===== src/rtl/wb_regfile.sv =====
// Write-back register file: 32x16 array, two async read ports,
// post-reset clear sequencer. Macro WB_REGFILE_BYPASS_EN enables WB->ID bypass.
// Ports: clk, rst (sync, active-high); write/quarter/writeReg/writeData commit
// from MEM/WB; rd_addr_a/b -> rd_data_a/b; busy (clearing), wr_drop (sticky).
module wb_regfile #(
  parameter int DATA_W = 16,
  parameter int ADDR_W = 5
) (
  input  logic              clk,
  input  logic              rst,
  input  logic              write,
  input  logic [1:0]        quarter,
  input  logic [ADDR_W-1:0] writeReg,
  input  logic [DATA_W-1:0] writeData,
  input  logic [ADDR_W-1:0] rd_addr_a,
  input  logic [ADDR_W-1:0] rd_addr_b,
  output logic [DATA_W-1:0] rd_data_a,
  output logic [DATA_W-1:0] rd_data_b,
  output logic              busy,
  output logic              wr_drop
);

  localparam int DEPTH = 1 << ADDR_W;
  localparam int H     = DATA_W / 2;

  typedef enum logic {
    CLEAR,
    RUN
  } state_t;

  state_t            r_state;
  state_t            w_state_nxt;
  logic [ADDR_W-1:0] r_ptr;
  logic [ADDR_W-1:0] w_ptr_nxt;
  logic              r_busy;
  logic              r_drop;
  logic [DATA_W-1:0] r_mem [DEPTH];

  logic              w_wr_en;
  logic              w_drop_set;
  logic [DATA_W-1:0] w_old;
  logic [DATA_W-1:0] w_merged;

  assign w_wr_en = (r_state == RUN) && write &&
                   (writeReg != '0);

  assign w_drop_set = (r_state == CLEAR) && write &&
                      (writeReg != '0);

  assign w_old = r_mem[writeReg];

  // Lane merge of commit data into the current word
  always_comb begin
    w_merged = writeData;
    unique case (quarter)
      2'b00: w_merged = writeData;
      2'b01: w_merged = {w_old[DATA_W-1:H],
                         writeData[H-1:0]};
      2'b10: w_merged = {writeData[DATA_W-1:H],
                         w_old[H-1:0]};
      2'b11: w_merged = {{(DATA_W-H){1'b0}},
                         writeData[H-1:0]};
      default: w_merged = writeData;
    endcase
  end

  always_comb begin
    w_state_nxt = r_state;
    w_ptr_nxt   = r_ptr;
    unique case (r_state)
      CLEAR: begin
        w_ptr_nxt = r_ptr + 1'b1;
        if (r_ptr == ADDR_W'(DEPTH - 1))
          w_state_nxt = RUN;
      end
      RUN: w_state_nxt = RUN;
      default: w_state_nxt = CLEAR;
    endcase
  end

  always_ff @(posedge clk) begin
    if (rst) begin
      r_state <= CLEAR;
      r_ptr   <= '0;
      r_busy  <= 1'b1;
      r_drop  <= 1'b0;
    end else begin
      r_state <= w_state_nxt;
      r_ptr   <= w_ptr_nxt;
      r_busy  <= (w_state_nxt == CLEAR);
      if (w_drop_set)
        r_drop <= 1'b1;
    end
  end

  // Array holds its contents through reset; the clear rewrites it
  always_ff @(posedge clk) begin
    if (!rst) begin
      if (r_state == CLEAR)
        r_mem[r_ptr] <= '0;
      else if (w_wr_en)
        r_mem[writeReg] <= w_merged;
    end
  end

  function automatic logic [DATA_W-1:0] rd_port(
    input logic [ADDR_W-1:0] a
  );
    logic [DATA_W-1:0] v;
    v = r_mem[a];
`ifdef WB_REGFILE_BYPASS_EN
    if (w_wr_en && (a == writeReg))
      v = w_merged;
`endif
    if (r_busy || (a == '0))
      v = '0;
    return v;
  endfunction

  assign rd_data_a = rd_port(rd_addr_a);
  assign rd_data_b = rd_port(rd_addr_b);
  assign busy      = r_busy;
  assign wr_drop   = r_drop;

endmodule


===== config.mk =====
export PLATFORM = sky130hd
export DESIGN_NAME = wb_regfile
export DESIGN_NICKNAME = d
export VERILOG_FILES = /design/src/rtl/wb_regfile.sv
export SDC_FILE = /design/constraint.sdc
export NUM_CORES = 1
export LEC_CHECK = 0
export ABC_AREA = 0
export CAP_MARGIN = 20
export CELL_PAD_IN_SITES_DETAIL_PLACEMENT = 1
export CELL_PAD_IN_SITES_GLOBAL_PLACEMENT = 2
export CORE_UTILIZATION = 48
export DETAILED_ROUTE_END_ITERATION = 10
export PLACE_DENSITY = 0.83
export SLEW_MARGIN = 15
export SYNTH_ARGS = -nofsm -noshare
export SYNTH_HDL_FRONTEND = slang
export SYNTH_SLANG_ARGS = --single-unit

===== constraint.sdc =====
create_clock -name clk -period 2.7 [get_ports clk]
set_input_delay 0.54 -clock clk [delete_from_list [all_inputs] [get_ports clk]]
set_output_delay 0.54 -clock clk [all_outputs]
set_load 0.02 [all_outputs]

==> metrics.md <==
| Metric | Value |
|---|---|
| Remaining global-route overflow | `0` |
| Commonest non-fill, non-tap cell in the layout | `edfxtp_1` |
| Worst setup SP type | `flip-flop` |
| Synth cell types | `57` |
| R2R cell count | `5` |
| 1st-iter DRT viols | `2081` |
| Max clock buf depth | `3` |
| Type of the most critical hold path | `reg -> reg` |
| Vias in the first global route | `17501` |
| Pins Over Slew Limit | `0` |
| Cell Area, Synth | `0.0253 mm2` |
| Seq/Total Area, Yosys | `61.5%` |
| Reg2Reg Setup Slack | `0.31 ns` |
| Worst slew pin tran | `1.17 ns` |
| Fin crit share | `112%` |
| Critical path data arrival time | `between 2 and 2.5 ns` |
| Syn avg cell area | `17.8 um2` |
| Starting Density | `48.9%` |
| Antenna Nets Post-Route | `0` |
| Total power | `17.4 mW` |
| Share of the synthesized area in the top cell type | `slightly above 60%` |
| Commonest non-fill, non-tap cells in the layout | `edfxtp_1 (512), buf_4 (291), mux4_2 (187)` |
| Final worst-path setup slack | `-0.316 ns` |
| Layout area overhead | `26.0%` |
| PD cells | `546 mW/mm2` |
| Sum of negative setup slack | `-6.88 ns` |
| FF+latch count, synth | `520` |
| Row count | `just over 80` |
| Number of buffers created by CTS | `52` |
| Nets | `1826` |
| Core area | `0.0516 mm2` |
| Hold_sp | `wr_drop` |
| Slew HR | `21.6%` |
| WL/cell | `34.0 um` |
| Number of port buffers | `69` |
| # diodes | `0` |
| CTS Hold Buffers Added | `0` |
| R2R Path Start | `r_state` |
| Dominant synthesized flop cell | `edfxtp_1` |
| Status | `finished, violations left` |
| Final Setup Violations | `32` |
| Die W | `231 um` |
| Clock skew | `0.0203 ns` |
| Fin area | `about 0.032 mm2` |
| Largest net degree at the start of global routing | `33` |
| Yosys synthesis warning count | `0` |
| Share of layout cells above drive strength 1 | `around 41%` |
| Hold Path Sink | `wr_drop` |
| Post-placement cell count | `2384` |
| Worst Path Max Fanout | `2` |
| Syn Nets | `1454` |
| CTS tree | `done` |
| Min Tclk post-route | `approximately 3.0 ns` |
| Final hold violations | `0` |
| GRT Overall Usage | `32.3%` |
| Htree depth | `2` |
| Dpl hpwl | `58000 um` |
| Fill count | `between 4000 and 5000` |
| Skew-Pair Late Insertion Delay | `0.62 ns` |
| Die height | `between 200 and 250 um` |
| Worst path required time | `2.16 ns` |
| Syn Inst Count | `between 1000 and 1500` |
| Unrepaired setup endpoints after global routing | `true` |
| Worst reg2reg path endpoint | `r_mem[20][3]` |
| CTS sink cnt | `520` |
| Max-cap viol count | `0` |
| Die Area | `0.0536 mm2` |
| Failing checks | `negative setup slack` |
| Drt first pass iters | `5` |
| Initial antenna violation count | `1` |
| Post-synth EDFFs | `512` |
| Vias per inst | `6.69` |
| DP Area | `0.0292 mm2` |
| Total Wirelength | `85200 um` |
| Crit end category | `primary output` |
| Routability cong. | `between 0.9 and 1` |
| # DRC | `0` |
| Reg clk slew, reported paths | `approximately 0.06 ns` |
| Fmax | `0.332 GHz` |
| Top Ports | `70` |
| Peak VDD IR | `0.000427 V` |
| Root buffer cell | `clkbuf_16` |
| Synth area leaders | `edfxtp_1 (61%), mux4_2 (14%), mux2i_1 (7.3%)` |
| WS Path Type | `reg -> out` |
| Pleak | `10.2 nW` |
| Final Non-Filler Cells | `2508` |
| Synth area leader | `edfxtp_1` |
| Async SR Flop Fraction | `0%` |
| Hold path depth | `2` |
| Vias | `16781` |
| Post-Place Setup Slack | `-0.883 ns` |
| First-pass GRT wire length | `123000 um` |
cell usage after synthesis (9+ instances only):
| cell | number |
|---|---|
| mux2_2 | 20 |
| mux2i_1 | 183 |
| and2_1 | 20 |
| o22a_1 | 12 |
| nor2_1 | 78 |
| mux4_1 | 34 |
| buf_2 | 47 |
| edfxtp_1 | 512 |
| a211oi_2 | 13 |
| a221oi_2 | 16 |
| a2bb2oi_1 | 16 |
| buf_4 | 15 |
| a21oi_1 | 37 |
| a22oi_1 | 9 |
| clkbuf_1 | 26 |
| nand2_1 | 25 |
| nand3_1 | 32 |
| mux4_2 | 158 |
| buf_6 | 14 |
| o221ai_1 | 45 |
power by group:
part / switching, mW / total, mW / leakage (nW) / internal, mW
clock: 3.09 / 7.05 / 0.796 / 3.96
combinational: 0.780 / 1.49 / 5.48 / 0.706
sequential: 0.0328 / 8.83 / 3.95 / 8.80
critical path, cell delays in order, from the launching register on:
cell	delay, ns
edfxtp_1	0.43
mux4_2	0.51
mux2_4	0.30
a221oi_2	0.23
buf_4	0.18
a211oi_4	0.05
buf_6	0.16
layout make-up:
cell class / count / area (um2) / area share (%)
Sequential cell: 520 / 15500 / 48.8
Multi-Input combinational cell: 782 / 9580 / 30.1
Timing Repair Buffer: 424 / 4220 / 13.2
Clock buffer: 64 / 1370 / 4.30
Tap cell: 680 / 851 / 2.67
Clock inverter: 30 / 246 / 0.774
Inverter: 8 / 30.0 / 0.0943
flip-flops by register name, summed over array words and instances, names as in the netlist:
name	count
r_state	1
wr_drop	1
busy	1
r_ptr	5
r_mem	512
cell families after synthesis:
kind of cell / after synthesis / share of synthesized area [%]
DFF: 520 / 61.5
muxes: 395 / 25.8
and+or+nand+nor: 206 / 4.00
AOI/OAI and AO/OA: 176 / 5.97
buffers and inverters: 114 / 2.57
xor gates and xnor gates: 3 / 0.104
adders and majority gates: 2 / 0.0990
per-layer routing:
layer / share of wire (%) / global-route usage (%) / routed length (um)
met1: 39 / 43.5 / 32800
met2: 49 / 52.3 / 41400
met3: 9.7 / 7.20 / 8220
met4: 3.2 / 10.3 / 2730
met5: 0.016 / 0 / 14
what timing repair did:
item / 4_1_cts / 5_1_grt
resized for setup: 338 / 21
setup buffers: 22 / 8
endpoints found under the setup margin: 32 / 32
pin swaps: 30 / 20
cloned: 4 / 0
metrics by stage:
stage          utilization [%]  hold WS, ns
2_1_floorplan                -        0.554
5_1_grt                   61.7        0.537
3_3_place_gp              56.6        0.485
3_5_place_dp              56.6        0.468
6_report                  61.7        0.484
4_1_cts                   61.3        0.486
worst max-delay path by stage:
stage                   from  slack [ns]             to
2_1_floorplan   rd_addr_a[0]        0.03  rd_data_a[12]
3_3_place_gp    rd_addr_b[4]       -0.87  rd_data_b[10]
3_5_place_dp    rd_addr_b[4]       -0.88  rd_data_b[10]
5_1_grt         r_mem[14][7]       -0.34   rd_data_a[7]
4_1_cts         r_mem[14][7]       -0.33   rd_data_a[7]
6_report       r_mem[15][15]       -0.32  rd_data_a[15]
Power figures use the tool's default switching activity.
==> RTL change, RTL diff (same settings) <==
Register the outputs `rd_data_a` and `rd_data_b`; this adds one clock of latency there. The other outputs are not delayed to match.
--- a/src/rtl/wb_regfile.sv
+++ b/src/rtl/wb_regfile.sv
@@ -119,4 +119,6 @@
 
-  assign rd_data_a = rd_port(rd_addr_a);
-  assign rd_data_b = rd_port(rd_addr_b);
+  always_ff @(posedge clk) begin
+    rd_data_a <= rd_port(rd_addr_a);
+    rd_data_b <= rd_port(rd_addr_b);
+  end
   assign busy      = r_busy;
Function: same outputs for any inputs over 4 cycles, from zero or initial values and one cycle with rst high; that may be too few to reach the edited logic, so the function may still have changed.
==> RTL change against the unedited design <==
Synthesized cell count fell by 4.7%. Sequential share of layout area rose by 3.4 points. Setup slack gained 0.56 ns. Die area increased by 0.59%. Clock power up 30%. Design area shrank 2.6%. Global-route usage is 2.4 points lower. Sequential cell count increased by 32. Power up 14%. Synthesized area up 0.60%. Maximum frequency up 23%. Wire length decreased by 8.0%. Critical endpoint is now r_mem[25][3]. Largest cell class unchanged. Highest routed layer is now met4.
==> RTL change: results (changes against the unedited design) <==
- DR WL met3: 6.87 mm (was 8.22 mm)
- Met3 Resource Use GR: 5.51% (was 7.20%)
- Dominant cells by area after synthesis: edfxtp_1, mux4_2, mux2i_1 (unchanged)
- Pin count of the biggest net entering global routing: 36 (was 33)
- Port Buffer Count: 69 (unchanged)
- Hold_ws: 0.538 ns (was 0.484 ns)
- Placed Instance Area: 0.0288 mm² (was 0.0292 mm²)
- Placer Congestion: 0.909 (was 0.906)
- Grt met2 use: 47.8% (was 52.3%)
- Highest Signal Layer: met4 (was met5)
- Global-route wire length before repair: 115 mm (was 123 mm)
- Vias/cell: 6.73 (was 6.69)
- M1 GR Usage: 42.3% (was 43.5%)
- Synth Net Count: 1387 (was 1454)
- Synth top cells by count: edfxtp_1, mux4_2, mux2i_1 (was edfxtp_1, mux2i_1, mux4_2)
- Nets: 1653 (was 1826)
- Sequential area share after synthesis: 63.6% (was 61.5%)
- Synth unique cells: 59 (was 57)
- Fraction of layout cells with a size suffix above 1: 34.5% (was 41.4%)
- Post-Route M1 WL: 31.7 mm (was 32.8 mm)
- Post-CTS Repair Setup Buffers: 0 (was 22)
- Dpl ws: -0.297 ns (was -0.883 ns)
- Maximum vdd drop: 0.486 mV (was 0.427 mV)
- Outcome: finished, final reports clean (was complete, but fails checks)
- R2r setup slk: 0.28 ns (was 0.31 ns)
- Leakage: 9.57 nW (was 10.2 nW)
- Post-CTS resize count: 0 (was 338)
- Antenna violations before repair: 0 (was 1)
- Worst Skew: 0.0271 ns (was 0.0203 ns)
- Reg2Reg Depth: 7 (was 5)
- Cells after DPL: 2236 (was 2384)
- Routed wire length: 78.4 mm (was 85.2 mm)
- Top flop regs: r_mem x512, rd_data_a x16, rd_data_b x16 (was r_mem x512, r_ptr x5)
- Syn avg cell area: 18.8 µm² (was 17.8 µm²)
- Crit path to: r_mem[25][3] (was rd_data_a[15])
- Tcrit/Tclk final: 91.1% (was 112%)
- Final HPWL DP: 55.2 mm (was 58.0 mm)
- Vias post-DR: 15762 (was 16781)
- CTS buffer count: 57 (was 52)
- First DRT Iteration DRCs: 2132 (was 2081)
- Relative slew slack: 47.3% (was 21.6%)
- Vias in the first global route: 16552 (was 17501)
- Worst Setup Start Kind: input port (was flop)
- Met2 routed WL: 38.0 mm (was 41.4 mm)
- Fillers: 4477 (was 4513)
- Origin of the worst setup path: writeReg[1] (was r_mem[15][15])
- Global Route Usage Sum: 29.9% (was 32.3%)
==> RTL change: report_power, final <==
part / leakage (nW) / internal, mW / switching (mW)
clock network: 1.08 / 5.79 / 3.39
logic: 4.29 / 0.588 / 0.685
registers: 4.20 / 9.27 / 0.0394
==> RTL change: logic make-up (layout without fill, tap and decap cells) <==
| kind of cell | after synthesis | after routing | synth area share, % |
|---|---|---|---|
| flops | 552 | 552 | 63.6 |
| mux | 353 | 353 | 25.1 |
| compound gates | 167 | 167 | 5.39 |
| simple gates | 166 | 166 | 3.37 |
| buf+inv | 106 | 420 | 2.30 |
| xor+xnor | 3 | 3 | 0.103 |
| fa+ha+maj | 2 | 2 | 0.0984 |
==> RTL change: worst min-delay path by stage <==
stage | endpoint | depth (start not counted)
after CTS | wr_drop | 2
after detailed placement | wr_drop | 2
final | wr_drop | 2
after floorplan | r_ptr[1] | 2
after global routing | wr_drop | 2
after global placement | wr_drop | 2
==> RTL change: worst max-delay path, stage by stage <==
cell and delay (ns):
clkdlybuf4s50_1 0.42, or4_4 0.57, o21ai_4 0.17, buf_12 0.17, a32oi_4 0.27, nor3_1 0.36, buf_4 0.26
==> RTL change: cell type report <==
class / count / area, µm² / share of cell area [%]
Multi-Input combinational cell: 691 / 8680 / 28.0
Timing Repair Buffer: 305 / 3060 / 9.86
Tap cell: 680 / 851 / 2.75
Clock buffer: 69 / 1550 / 5.01
Sequential cell: 552 / 16200 / 52.2
Inverter: 8 / 30.0 / 0.0969
Clock inverter: 38 / 638 / 2.06
